--- src/rtl/noc_input_vc_unit_pkg.sv ---
// Shared types and helpers for the router input-port VC unit.
// Flit type encoding, port indices and the XY route function.
package noc_input_vc_unit_pkg;

    localparam int NOC_VC_CHANNEL = 2;
    localparam int NUM_PORTS      = 5;
    localparam int COORD_MAX_W    = 16;

    localparam int LOCAL = 0;
    localparam int EAST  = 1;
    localparam int WEST  = 2;
    localparam int NORTH = 3;
    localparam int SOUTH = 4;

    typedef enum logic [1:0] {
        BODY   = 2'b00,
        HEAD   = 2'b01,
        TAIL   = 2'b10,
        SINGLE = 2'b11
    } flit_type_e;

    typedef enum logic {
        VC_IDLE   = 1'b0,
        VC_ACTIVE = 1'b1
    } vc_state_e;

    typedef struct packed {
        logic [COORD_MAX_W-1:0] x;
        logic [COORD_MAX_W-1:0] y;
    } coord_t;

    function automatic logic [NUM_PORTS-1:0] route_xy(
        input coord_t cur,
        input coord_t dest
    );
        logic [NUM_PORTS-1:0] r;
        r = '0;
        if (dest.x > cur.x)      r[EAST]  = 1'b1;
        else if (dest.x < cur.x) r[WEST]  = 1'b1;
        else if (dest.y > cur.y) r[NORTH] = 1'b1;
        else if (dest.y < cur.y) r[SOUTH] = 1'b1;
        else                     r[LOCAL] = 1'b1;
        return r;
    endfunction

endpackage

--- src/rtl/noc_input_vc_unit_fifo.sv ---
// Per-VC flit FIFO with a combinational front word.
// The caller only pushes when there is room and only pops when non-empty.
module noc_vc_fifo
    import noc_input_vc_unit_pkg::*;
#(
    parameter int FLIT_W = 32,
    parameter int DEPTH  = 4
) (
    input  logic              clk,
    input  logic              rst,
    input  logic              push,
    input  logic              pop,
    input  logic [FLIT_W-1:0] din,
    output logic [FLIT_W-1:0] front,
    output logic              empty,
    output logic              full
);

    localparam int AW = $clog2(DEPTH);
    localparam logic [AW:0] ONE = (AW+1)'(1);

    logic [FLIT_W-1:0] mem [DEPTH];
    logic [AW:0]       wr_ptr;
    logic [AW:0]       rd_ptr;

    assign empty = (wr_ptr == rd_ptr);
    assign full  = (wr_ptr[AW] != rd_ptr[AW]) &&
                   (wr_ptr[AW-1:0] == rd_ptr[AW-1:0]);
    assign front = mem[rd_ptr[AW-1:0]];

    always_ff @(posedge clk) begin
        if (rst) begin
            wr_ptr <= '0;
            rd_ptr <= '0;
        end else begin
            if (push) wr_ptr <= wr_ptr + ONE;
            if (pop)  rd_ptr <= rd_ptr + ONE;
        end
    end

    always_ff @(posedge clk) begin
        if (push) mem[wr_ptr[AW-1:0]] <= din;
    end

endmodule

--- src/rtl/noc_input_vc_unit.sv ---
// Router input port: per-VC flit buffering, XY routing, grant-driven pops
// toward the crossbar and upstream credit return.
module noc_input_vc_unit
    import noc_input_vc_unit_pkg::*;
#(
    parameter int  CHANNELS = NOC_VC_CHANNEL,
    parameter int  FLIT_W   = 32,
    parameter int  DEPTH    = 4,
    parameter int  COORD_W  = 4,
    localparam int VCW      = (CHANNELS > 1) ? $clog2(CHANNELS) : 1
) (
    input  logic                               noc_clk,
    input  logic                               noc_rst,
    input  logic [COORD_W-1:0]                 cur_x,
    input  logic [COORD_W-1:0]                 cur_y,
    input  logic                               flit_valid_i,
    input  logic [VCW-1:0]                     flit_vc_i,
    input  logic [FLIT_W-1:0]                  flit_i,
    output logic [CHANNELS-1:0]                credit_o,
    output logic [NUM_PORTS-1:0][CHANNELS-1:0] sop_o,
    output logic [NUM_PORTS-1:0][CHANNELS-1:0] req_o,
    output logic [NUM_PORTS-1:0][CHANNELS-1:0] eop_o,
    output logic [NUM_PORTS-1:0][CHANNELS-1:0] free_o,
    input  logic [NUM_PORTS-1:0][CHANNELS-1:0] grant_i,
    output logic                               flit_valid_o,
    output logic [FLIT_W-1:0]                  flit_o,
    output logic [NUM_PORTS-1:0]               out_port_o,
    output logic                               err_o
);

    logic [CHANNELS-1:0]  empty, full, push, pop, hit, win;
    logic [FLIT_W-1:0]    front   [CHANNELS];
    vc_state_e            state_q [CHANNELS];
    vc_state_e            state_d [CHANNELS];
    logic [NUM_PORTS-1:0] route_q [CHANNELS];
    logic [NUM_PORTS-1:0] route_d [CHANNELS];
    logic                 err_d;
    logic [FLIT_W-1:0]    win_flit;
    logic [NUM_PORTS-1:0] win_port;

    for (genvar v = 0; v < CHANNELS; v++) begin : g_vc
        noc_vc_fifo #(.FLIT_W(FLIT_W), .DEPTH(DEPTH)) u_fifo (
            .clk   (noc_clk),
            .rst   (noc_rst),
            .push  (push[v]),
            .pop   (pop[v]),
            .din   (flit_i),
            .front (front[v]),
            .empty (empty[v]),
            .full  (full[v])
        );
    end

    always_comb begin
        logic                 taken, arrive, lead, last, in_lead;
        logic [NUM_PORTS-1:0] gcol, rt;
        coord_t               here, dest;
        push = '0; pop = '0; hit = '0; win = '0;
        err_d = 1'b0; win_flit = '0; win_port = '0;
        credit_o = '0; sop_o = '0; req_o = '0; eop_o = '0; free_o = '0;
        taken = 1'b0; arrive = 1'b0; lead = 1'b0; last = 1'b0;
        in_lead = 1'b0; gcol = '0; rt = '0; dest = '0;
        here.x = COORD_MAX_W'(cur_x);
        here.y = COORD_MAX_W'(cur_y);
        for (int v = 0; v < CHANNELS; v++) begin
            state_d[v] = state_q[v];
            route_d[v] = route_q[v];
        end
        // A grant counts only on the latched route of an active, non-empty VC
        for (int v = 0; v < CHANNELS; v++) begin
            for (int p = 0; p < NUM_PORTS; p++) gcol[p] = grant_i[p][v];
            hit[v] = !noc_rst && state_q[v] == VC_ACTIVE && !empty[v] &&
                     |(gcol & route_q[v]);
            if (|gcol && !hit[v]) err_d = 1'b1;
        end
        for (int v = 0; v < CHANNELS; v++) begin
            if (hit[v]) begin
                if (!taken) begin
                    win[v] = 1'b1;
                    taken  = 1'b1;
                end else begin
                    err_d = 1'b1;
                end
            end
        end
        for (int v = 0; v < CHANNELS; v++) begin
            arrive  = flit_valid_i && flit_vc_i == VCW'(v);
            lead    = front[v][FLIT_W-1 -: 2] == HEAD ||
                      front[v][FLIT_W-1 -: 2] == SINGLE;
            last    = front[v][FLIT_W-1 -: 2] == TAIL ||
                      front[v][FLIT_W-1 -: 2] == SINGLE;
            in_lead = flit_i[FLIT_W-1 -: 2] == HEAD ||
                      flit_i[FLIT_W-1 -: 2] == SINGLE;
            // Empty VC routes from the arriving head so ACTIVE is reached on its push edge
            if (empty[v]) begin
                dest.x = COORD_MAX_W'(flit_i[2*COORD_W-1:COORD_W]);
                dest.y = COORD_MAX_W'(flit_i[COORD_W-1:0]);
            end else begin
                dest.x = COORD_MAX_W'(front[v][2*COORD_W-1:COORD_W]);
                dest.y = COORD_MAX_W'(front[v][COORD_W-1:0]);
            end
            rt = route_xy(here, dest);
            unique case (state_q[v])
                VC_IDLE: begin
                    if (!empty[v]) begin
                        if (lead) begin
                            state_d[v] = VC_ACTIVE;
                            route_d[v] = rt;
                        end else if (!noc_rst) begin
                            pop[v] = 1'b1;
                            err_d  = 1'b1;
                        end
                    end else if (arrive && in_lead) begin
                        state_d[v] = VC_ACTIVE;
                        route_d[v] = rt;
                    end
                end
                VC_ACTIVE: begin
                    for (int p = 0; p < NUM_PORTS; p++) begin
                        sop_o[p][v] = route_q[v][p];
                        req_o[p][v] = route_q[v][p] && !empty[v];
                    end
                    if (win[v]) begin
                        pop[v] = 1'b1;
                        if (last) begin
                            state_d[v] = VC_IDLE;
                            for (int p = 0; p < NUM_PORTS; p++) begin
                                eop_o[p][v]  = route_q[v][p];
                                free_o[p][v] = route_q[v][p];
                            end
                        end
                    end
                end
                default: ;
            endcase
            credit_o[v] = pop[v];
            push[v] = !noc_rst && arrive && (!full[v] || pop[v]);
            if (arrive && full[v] && !pop[v]) err_d = 1'b1;
            if (win[v]) begin
                win_flit = front[v];
                win_port = route_q[v];
            end
        end
    end

    always_ff @(posedge noc_clk) begin
        if (noc_rst) begin
            for (int v = 0; v < CHANNELS; v++) begin
                state_q[v] <= VC_IDLE;
                route_q[v] <= '0;
            end
            err_o        <= 1'b0;
            flit_valid_o <= 1'b0;
            flit_o       <= '0;
            out_port_o   <= '0;
        end else begin
            for (int v = 0; v < CHANNELS; v++) begin
                state_q[v] <= state_d[v];
                route_q[v] <= route_d[v];
            end
            err_o        <= err_o | err_d;
            flit_valid_o <= |win;
            if (|win) begin
                flit_o     <= win_flit;
                out_port_o <= win_port;
            end
        end
    end

endmodule
--- config.mk ---
export PLATFORM = sky130hd
export DESIGN_NAME = noc_input_vc_unit
export DESIGN_NICKNAME = d
export VERILOG_FILES = /design/src/rtl/noc_input_vc_unit_pkg.sv /design/src/rtl/noc_input_vc_unit_fifo.sv /design/src/rtl/noc_input_vc_unit.sv
export SDC_FILE = /design/constraint.sdc
export NUM_CORES = 1
export LEC_CHECK = 0
export BUFFER_PORTS_ARGS = -buffer_cell sky130_fd_sc_hd__buf_4
export CORE_AREA = 2 2 166 168
export DETAILED_ROUTE_END_ITERATION = 12
export DIE_AREA = 0 0 168 170
export GPL_TIMING_DRIVEN = 0
export PLACE_DENSITY = 0.7
export RECOVER_POWER = 50
export SLEW_MARGIN = 30
export SYNTH_ARGS = -nofsm -noshare
export SYNTH_HDL_FRONTEND = slang
export SYNTH_SLANG_ARGS = --single-unit
--- constraint.sdc ---
create_clock -name noc_clk -period 5.4 [get_ports noc_clk]
set_clock_uncertainty 0.1 [all_clocks]
set_input_delay 0.81 -clock noc_clk [delete_from_list [all_inputs] [get_ports noc_clk]]
set_output_delay 0.81 -clock noc_clk [all_outputs]
set_load 0.02 [all_outputs]
==> out/metrics.csv, run 1 <==
metric,value,unit
status,"finished, final reports clean",
synthesized area per cell,16.3,sq um
peak supply drop,0.250,mV
post-route setup slack,1.21,ns
Final Power,5.28,mW
hold depth,2,
Worst Max-Slew Pin Slew,0.970,ns
floorplan core area,26700,sq um
Area contributors post-synth,"edfxtp_1 58%, mux4_2 11%, dfxtp_1 10%, mux2i_1 3.3%, ha_1 2.5%",
Initial Util,0.498,
IO buf count,134,
CTS Hold Bufs,0,
Worst-Skew Late Latency,0.51,ns
grt ovf,0,
postcts setup bufs,0,
Post-Route WL,31.1,mm
total nets after synthesis,896,
die height,170,um
Async SR Flop Fraction,0,
post-detailed-route DRC marker count,0,
fin util,0.586,
final hold vios,0,
cts bufs inserted,34,
Synth Cell Area,13300,sq um
Fin Setup TNS,0,ns
"EDFF count, synth",256,
H-tree level count,2,
DRT Pass-1 Iters,5,
aggregate global-route resource usage,0.221,
area grow syn2layout,17.6,%
post-CTS resize count,0,
vias per inst,5.77,
Logic pwr share,0.071,
CP Max Fanout,10,
"Seq/Total Area, Yosys",0.680,
critical path required time,4.49,ns
Unique masters post-synth,59,
slew margin rel.,0.349,
vias in the first global route,7866,
pre-CTS setup slack,1.25,ns
global-route wire length before repair,47.1,mm
CTS Buffer Depth,3,
Static Leakage,5.60,nW
Nets,1086,
Max Slew Vio Count,0,
Worst-path clk slew,0.06,ns
"Data arrival, critical path",3.28,ns
largest net degree at the start of global routing,33,
P_sw,1.16,mW
DP HPWL,20.7,mm
crit path kind,in2out,
Rows,60,
Synth top area share,0.579,
die width,168,um
die area,28600,sq um
Clock Power Share,0.411,
ratio of cells with drive above 1 in the final layout,0.221,
Iteration-0 DRC Markers,667,
mean routed wirelength per cell,22.7,um
Worst setup SP type,input port,
RSZ-0062 raised after global routing,no,
Via Count,7909,
sw frac,0.219,
FMAX,239,MHz
Pwr per Cell Area,338,nW/um^2
"commonest cells after routing, fill and taps aside","256 x edfxtp_1, 120 x clkbuf_1, 81 x buf_4",
Post-Syn Instances,816,
#FFs+latches synth,323,
YS warnings,0,
Sink Count,323,
"commonest non-fill, non-tap cell in the layout",edfxtp_1,
dominant synthesized flop cell,edfxtp_1,
max_cap viols,0,
"area leader, netlist",edfxtp_1,
min Tclk post-route,4.19,ns
hold crit path type,reg2reg,
reg2reg path depth,9,
final hold slack,0.412,ns
"antenna viol nets, final",0,
Internal Pwr Total,4.13,mW
Final setup viols,0,
CTS tree,built,
Worst setup EP type,output port,
Top Ports,135,
crit share post-route,0.775,
initial antenna violation count,2,
GPL Wtd Cong,0.841,
clk root buf,clkbuf_16,
Sequential Power Share,0.518,
==> metal layers <==
metal  track usage  up-vias  part of all wire  routed length (um)
li1              -     3570                 -                   -
met3        0.0477       54             0.077                2390
met5             0        -           0.00048                  15
met4        0.0696        2             0.022                 687
met2         0.362      311              0.47               14700
met1         0.299     3972              0.43               13300
==> layout make-up <==
type / instances / area (sq um)
flip-flops and latches: 323 / 9030
plain buffers: 52 / 262
inverters: 28 / 108
clock buffers: 45 / 923
repair buffers: 154 / 863
diodes: 1 / 2.50
fillers: 2126 / 11000
well taps: 341 / 427
clock inverters: 14 / 100
multi-input cells: 413 / 3900
==> cell usage after synthesis, types with 3 or more instances <==
cell / count
edfxtp_1: 256
dfxtp_1: 67
mux4_2: 64
nor2_1: 61
mux2i_1: 44
nand2_1: 44
a211oi_1: 38
clkbuf_1: 29
inv_1: 28
ha_1: 26
buf_4: 15
a21oi_1: 11
nand3_1: 9
o21a_1: 9
a31oi_1: 8
buf_2: 7
nor3_1: 7
xor2_1: 7
mux2_2: 6
nand4_1: 5
o21ai_0: 5
and2_1: 4
o31ai_1: 4
or3_1: 4
xnor2_1: 4
a22oi_1: 3
nor2b_1: 3
nor3b_1: 3
o2111ai_1: 3
or2_2: 3
==> critical path, cell delays in order <==
cell and delay [ns]:
clkbuf_1 0.09, a222oi_1 0.48, a21oi_1 0.21, a211oi_1 0.45
clkbuf_1 0.41, nand2_1 0.31, nor2_1 0.25, buf_4 0.14
buf_4 0.12
==> path summary, 6_finish.rpt <==
check / startpoint / endpoint / slack [ns]
setup / recovery: grant_i[2] / free_o[3] / 1.21
hold / removal: route_q[0][3]$_SDFFE_PP0P_ / route_q[0][3]$_SDFFE_PP0P_ / 0.41
setup reg to reg: g_vc[1].u_fifo.wr_ptr[0]$_SDFFE_PP0P_ / route_q[0][9]$_SDFFE_PP0P_ / 1.57
hold reg to reg: route_q[0][3]$_SDFFE_PP0P_ / route_q[0][3]$_SDFFE_PP0P_ / 0.41
==> sequential cells by signal, indices dropped and copies added, names as in the netlist, named ones only <==
signal	flops
flit_valid_o	1
g_vc.u_fifo.rd_ptr	6
flit_o	32
out_port_o	5
err_o	1
g_vc.u_fifo.mem	256
route_q	10
state_q	2
g_vc.u_fifo.wr_ptr	6
==> stage by stage <==
| stage | instances | cell area, sq um |
|---|---|---|
| 6_report | 1371 | 15600 |
| 3_3_place_gp | 1291 | 14700 |
| 2_1_floorplan | 816 | 13300 |
| 5_1_grt | 1370 | 15600 |
| 3_5_place_dp | 1311 | 14900 |
| 4_1_cts | 1370 | 15900 |
==> kinds of logic (layout without fill, tap and decap cells) <==
| logic type | Yosys count | in the layout | share of synthesized area |
|---|---|---|---|
| AO/OA/AOI/OAI | 101 | 101 | 0.0554 |
| XOR/XNOR | 12 | 12 | 0.00849 |
| adder cells (fa/ha/maj) | 26 | 26 | 0.0245 |
| buffers and inverters | 80 | 293 | 0.0275 |
| flip-flops | 323 | 323 | 0.680 |
| multiplexers | 115 | 115 | 0.148 |
| other | 0 | 1 | 0 |
| AND/OR/NAND/NOR | 159 | 159 | 0.0560 |
==> power groups by stage <==
stage               registers [mW]  logic, mW  clock network [mW]
finish                        2.74      0.375                2.17
global route                  2.74      0.415                2.31
CTS                           2.74      0.393                2.21
detailed placement            2.79      0.390                   0
global placement              2.79      0.376                   0
floorplan                     2.79      0.240                   0
No activity file was read; power rests on OpenSTA's default activity.
==> run 2: changes to the inputs <==
--- a/config.mk
+++ b/config.mk
@@ -5,12 +5,13 @@
 export SDC_FILE = /design/constraint.sdc
 export NUM_CORES = 1
 export LEC_CHECK = 0
+export ABC_AREA = 1
 export BUFFER_PORTS_ARGS = -buffer_cell sky130_fd_sc_hd__buf_4
-export CORE_AREA = 2 2 166 168
+export CORE_AREA = 2 2 169 171
 export DETAILED_ROUTE_END_ITERATION = 12
-export DIE_AREA = 0 0 168 170
+export DIE_AREA = 0 0 171 173
 export GPL_TIMING_DRIVEN = 0
-export PLACE_DENSITY = 0.7
+export PLACE_DENSITY = 0.72
 export RECOVER_POWER = 50
 export SLEW_MARGIN = 30
 export SYNTH_ARGS = -nofsm -noshare
==> constraint.sdc (replaced) <==
create_clock -name noc_clk -period 3.8 [get_ports noc_clk]
set_clock_uncertainty 0.1 [all_clocks]
set_input_delay 0.57 -clock noc_clk [delete_from_list [all_inputs] [get_ports noc_clk]]
set_output_delay 0.57 -clock noc_clk [all_outputs]
set_load 0.02 [all_outputs]
==> out/metrics.csv, run 2 <==
metric,value,unit,change
"Data arrival, critical path",2.75,ns,-0.53 ns
cts bufs inserted,34,,unchanged
DP Cell Count,1802,,+37%
Worst setup EP type,output port,,
ratio of cells with drive above 1 in the final layout,0.112,,-0.109
Rows,61,,+1.7%
"commonest non-fill, non-tap cell in the layout",edfxtp_1,,
IO buf count,133,,-0.75%
final hold vios,0,,unchanged
die width,171,um,+1.8%
global-route wire length before repair,54.3,mm,+15%
floorplan core area,27600,sq um,+3.7%
"area leader, netlist",edfxtp_1,,
post-detailed-route DRC marker count,0,,unchanged
min Tclk post-route,3.42,ns,
Iteration-0 DRC Markers,992,,+49%
Finished Layout Cells,1863,,+36%
crit share post-route,0.901,,
met1 Use GR,0.317,,+0.0179
largest net degree at the start of global routing,20,,-39%
aggregate global-route resource usage,0.242,,+0.0208
hold crit path type,in2reg,,
CP Max Fanout,10,,unchanged
peak supply drop,0.398,mV,+59%
Synth Cell Area,13600,sq um,+2.6%
Post-Syn Instances,1283,,+57%
global route hottest layer,met2,,
GR Layer Usage met3,0.0350,,-0.0127
Async SR Flop Fraction,0,,unchanged
"antenna viol nets, final",0,,unchanged
Nets,1540,,+42%
Pwr per Cell Area,478,nW/um^2,+41%
die height,173,um,+1.8%
GPL Wtd Cong,0.894,,+6.3%
max reg flops,256,,unchanged
#FFs+latches synth,323,,unchanged
initial antenna violation count,2,,unchanged
CTS Buffer Depth,3,,unchanged
crit path kind,reg2out,,
routing usage on met2,0.411,,+0.0496
mean routed wirelength per cell,19.3,um,-15%
Static Leakage,6.27,nW,+12%
Sink Count,323,,unchanged
Multi-input gate area,3810,sq um,-2.2%
Synth top area share,0.565,,-0.0145
Worst-path clk slew,0.06,ns,about the same
area grow syn2layout,18.0,%,
"Seq/Total Area, Yosys",0.663,,-0.0171
fin util,0.581,,-0.00458
Synth top cells by count,"256 x edfxtp_1, 246 x nand2_1, 163 x nor2_1",,
Sequential cell area,9030,sq um,unchanged
grt ovf,0,,unchanged
Top Ports,135,,unchanged
status,"finished, final reports clean",,
Area contributors post-synth,"edfxtp_1 56%, dfxtp_1 9.9%, nand2_1 6.8%, o21ai_0 5.4%, nor2_1 4.5%",,
FMAX,292,MHz,
fillers,2369,,+11%
Final Power,7.67,mW,+45%
Unique masters post-synth,34,,-42%
synthesized area per cell,10.6,sq um,-35%
CTS Hold Bufs,0,,unchanged
vias in the first global route,9699,,+23%
vias per inst,5.40,,-6.4%
"EDFF count, synth",256,,unchanged
DP HPWL,23.9,mm,+15%
die area,29600,sq um,+3.6%
RSZ-0062 raised after global routing,no,,
YS warnings,0,,unchanged
critical path required time,3.13,ns,-1.36 ns
Max Slew Vio Count,0,,unchanged
slew margin rel.,0.439,,+0.0899
Final setup viols,0,,unchanged
Worst Max-Slew Pin Slew,0.842,ns,-0.128 ns
Worst setup SP type,flop,,
H-tree level count,2,,unchanged
DRT Pass-1 Iters,5,,unchanged
max_cap viols,0,,unchanged
"commonest cells after routing, fill and taps aside","256 x edfxtp_1, 248 x nand2_1, 157 x nor2_1",,
dominant synthesized flop cell,edfxtp_1,,
postcts setup bufs,0,,unchanged
Worst-Skew Late Latency,0.52,ns,about the same
Finished Cell Area,16100,sq um,+2.9%
Initial Util,0.493,,-0.00527
"count leader, synth",edfxtp_1,,
post-CTS resize count,0,,unchanged
clk root buf,clkbuf_16,,
Post-Route WL,35.9,mm,+16%
Post-DP Area,15400,sq um,+3.1%
total nets after synthesis,1363,,+52%
Via Count,10056,,+27%
CTS tree,built,,
hold_sp,noc_rst,,
[run 2: changes by cell type after synthesis, sizes merged, moves of 11 or more]
cell    delta
a211oi    -39
nor2     +106
nand2    +210
inv       +82
clkbuf    +11
o22ai     +61
mux2i     -40
a21oi     +17
o21ai    +145
mux4      -64
nand3     +63
[run 2: cell families (layout without fill, tap and decap cells)]
kind of cell | after synthesis | count (layout) | synth area share
AOI/OAI and AO/OA | 243 | 243 | 0.0952
xor gates and xnor gates | 4 | 4 | 0.00313
adders and majority gates | 26 | 26 | 0.0239
buffers and inverters | 181 | 381 | 0.0581
DFF | 323 | 323 | 0.663
muxes | 4 | 4 | 0.00294
other | 0 | 2 | 0
and+or+nand+nor | 502 | 502 | 0.153
[run 2: path summary, 6_finish.rpt]
kind	end	slack, ns	cells after the start
hold reg to reg	flit_o[31]$_SDFFE_PP0P_	0.39	2
setup reg to reg	g_vc[0].u_fifo.mem[2][18]$_DFFE_PP_	0.44	12
hold / removal	route_q[0][4]$_SDFFE_PP0P_	0.31	2
setup / recovery	free_o[0]	0.38	9
[run 2: per-stage QoR]
stage	TNS, ns	hold slack, ns	setup slack, ns
finish	0	0.315	0.375
global route	0	0.325	0.170
CTS	0	0.183	0.458
detailed placement	0	0.383	0.724
global placement	-224.07	0.370	-0.992
floorplan	0	0.359	0.487
[run 2: worst max-delay path, stage by stage, from the launching register on]
cell and delay (ns):
dfxtp_1 0.34, clkbuf_1 0.52, nor2_1 0.11, nor2_1 0.13
o21ai_0 0.12, a21oi_1 0.24, inv_1 0.18, nor2_1 0.32
buf_4 0.17, buf_4 0.13
[run 2: final cells by class]
type | instances | area share
Clock buffer | 46 | 0.0584
Multi-Input combinational cell | 779 | 0.237
Sequential cell | 323 | 0.562
Antenna cell | 2 | 0.000312
Timing Repair Buffer | 141 | 0.0579
Clock inverter | 13 | 0.00600
Buffer | 71 | 0.0220
Tap cell | 378 | 0.0295
Inverter | 110 | 0.0265
[run 2: metal layers]
metal / vias up / wire, um
met2: 472 / 17400
met5: - / 0
met3: 70 / 2940
met1: 4752 / 14600
li1: 4762 / -
met4: 0 / 949
[run 2: power by group]
group	leakage, nW	internal [mW]	switching [mW]
Clock	0.507	1.80	1.30
Sequential	2.85	3.87	0.0386
Combinational	2.90	0.195	0.463
Total	6.27	5.86	1.81
==> run 3: changes to the inputs <==
--- a/config.mk
+++ b/config.mk
@@ -7,10 +7,11 @@
 export LEC_CHECK = 0
 export ABC_AREA = 1
 export BUFFER_PORTS_ARGS = -buffer_cell sky130_fd_sc_hd__buf_4
-export CORE_AREA = 2 2 169 171
+export CORE_AREA = 2 2 154 186
 export DETAILED_ROUTE_END_ITERATION = 12
-export DIE_AREA = 0 0 171 173
+export DIE_AREA = 0 0 156 188
 export GPL_TIMING_DRIVEN = 0
+export MAX_ROUTING_LAYER = met4
 export PLACE_DENSITY = 0.72
 export RECOVER_POWER = 50
 export SLEW_MARGIN = 30
==> out/metrics.csv, run 3 (same netlist as run 2, synthesis figures left out) <==
metric,value,unit,change
aggregate global-route resource usage,0.250,,+0.00839
Sink Count,323,,unchanged
status,"finished, final reports clean",,
Via Count,10063,,+0.070%
CTS tree,built,,
DRT Pass-1 Iters,7,,+2
post-CTS resize count,0,,unchanged
peak supply drop,0.448,mV,+13%
Rows,67,,+9.8%
Worst-Skew Late Latency,0.56,ns,+0.04 ns
CTS Buffer Depth,3,,unchanged
post-detailed-route DRC marker count,0,,unchanged
Final Power,7.66,mW,-0.15%
critical path required time,3.13,ns,about the same
Top Ports,135,,unchanged
"antenna viol nets, final",0,,unchanged
global-route wire length before repair,54.6,mm,+0.43%
DP HPWL,24.4,mm,+2.1%
hold_sp,noc_rst,,
clk root buf,clkbuf_16,,
ratio of cells with drive above 1 in the final layout,0.117,,+0.00532
GPL Wtd Cong,0.879,,-1.7%
mean routed wirelength per cell,19.7,um,+2.1%
FMAX,287,MHz,-1.6%
slew margin rel.,0.438,,-0.000788
Final setup viols,0,,unchanged
Worst Max-Slew Pin Slew,0.843,ns,+0.00118 ns
max reg flops,256,,unchanged
max_cap viols,0,,unchanged
final hold vios,0,,unchanged
fin util,0.583,,+0.00153
initial antenna violation count,2,,unchanged
IO buf count,133,,unchanged
pre-CTS setup slack,0.728,ns,+0.00448 ns
min Tclk post-route,3.48,ns,+0.0565 ns
Max Slew Vio Count,0,,unchanged
RSZ-0062 raised after global routing,no,,
"Data arrival, critical path",2.81,ns,+0.06 ns
die height,188,um,+8.7%
Pwr per Cell Area,477,nW/um^2,-0.24%
crit share post-route,0.916,,+0.0149
H-tree level count,1,,-1
cts bufs inserted,31,,-8.8%
crit path kind,reg2out,,
DP Cell Count,1772,,-1.7%
Static Leakage,6.29,nW,+0.42%
floorplan core area,27600,sq um,-0.18%
reg2reg path depth,13,,+1
largest net degree at the start of global routing,21,,+5.0%
fillers,2340,,-1.2%
Nets,1540,,unchanged
Finished Cell Area,16100,sq um,about the same
critical path startpoint,g_vc[1].u_fifo.wr_ptr[1]$_SDFFE_PP0P_,,
met2 wire len,18.3,mm,+5.3%
Worst setup SP type,flop,,
final hold slack,0.246,ns,-0.0690 ns
hold crit path type,in2reg,,
Fin Setup TNS,0,ns,unchanged
CP Max Fanout,10,,unchanged
Worst setup EP type,output port,,
met1 wire length,14.1,mm,-3.7%
Iteration-0 DRC Markers,1011,,+1.9%
hold depth,2,,unchanged
CTS Hold Bufs,0,,unchanged
Detail Route met3 WL,2.74,mm,-6.8%
die area,29300,sq um,-0.86%
Worst-path clk slew,0.07,ns,about the same
vias in the first global route,9943,,+2.5%
"commonest non-fill, non-tap cell in the layout",edfxtp_1,,
vias per inst,5.50,,+1.8%
Initial Util,0.494,,+0.000872
die width,156,um,-8.8%
Highest Signal Layer,met4,,
Post-Route WL,36.1,mm,+0.38%
post-route setup slack,0.319,ns,-0.0565 ns
Post-DP Area,15400,sq um,about the same
Finished Layout Cells,1831,,-1.7%
grt ovf,0,,unchanged
"commonest cells after routing, fill and taps aside","256 x edfxtp_1, 248 x nand2_1, 157 x nor2_1",,
postcts setup bufs,0,,unchanged
area grow syn2layout,18.1,%,about the same
-- run 3: power breakdown --
group / leakage [nW] / internal (mW) / total [mW] / switching [mW]
Combinational: 2.94 / 0.198 / 0.664 / 0.466
Sequential: 2.85 / 3.87 / 3.91 / 0.0375
Clock: 0.503 / 1.79 / 3.09 / 1.29
Total: 6.29 / 5.86 / 7.66 / 1.80
-- run 3: final timing paths --
check | to | slack, ns
min reg2reg | flit_o[31]$_SDFFE_PP0P_ | 0.40
max | free_o[3] | 0.32
min | flit_o[31]$_SDFFE_PP0P_ | 0.25
max reg2reg | g_vc[0].u_fifo.mem[0][25]$_DFFE_PP_ | 0.43
-- run 3: cell type report --
class / count / area [sq um] / area share
Antenna cell: 2 / 5.00 / 0.000311
Buffer: 71 / 345 / 0.0215
Clock buffer: 38 / 812 / 0.0505
Clock inverter: 19 / 210 / 0.0131
Inverter: 110 / 425 / 0.0265
Multi-Input combinational cell: 779 / 3820 / 0.238
Sequential cell: 323 / 9030 / 0.562
Tap cell: 345 / 432 / 0.0269
Timing Repair Buffer: 144 / 996 / 0.0620
-- run 3: routing by layer --
metal	vias up	GRT usage
li1	4762	-
met1	4782	0.303
met2	451	0.437
met3	68	0.0347
met4	0	0.0737
met5	-	-
-- run 3: worst max-delay path, cell delays in order (launching register included) --
cell and delay (ns):
dfxtp_1 0.40, inv_1 0.11, nand2_1 0.07, nand2_1 0.06, nand3_1 0.18, inv_2 0.06
nor2_1 0.17, nand2_1 0.25, inv_6 0.20, nand2_1 0.21, nor2_1 0.27, buf_4 0.15
buf_4 0.12
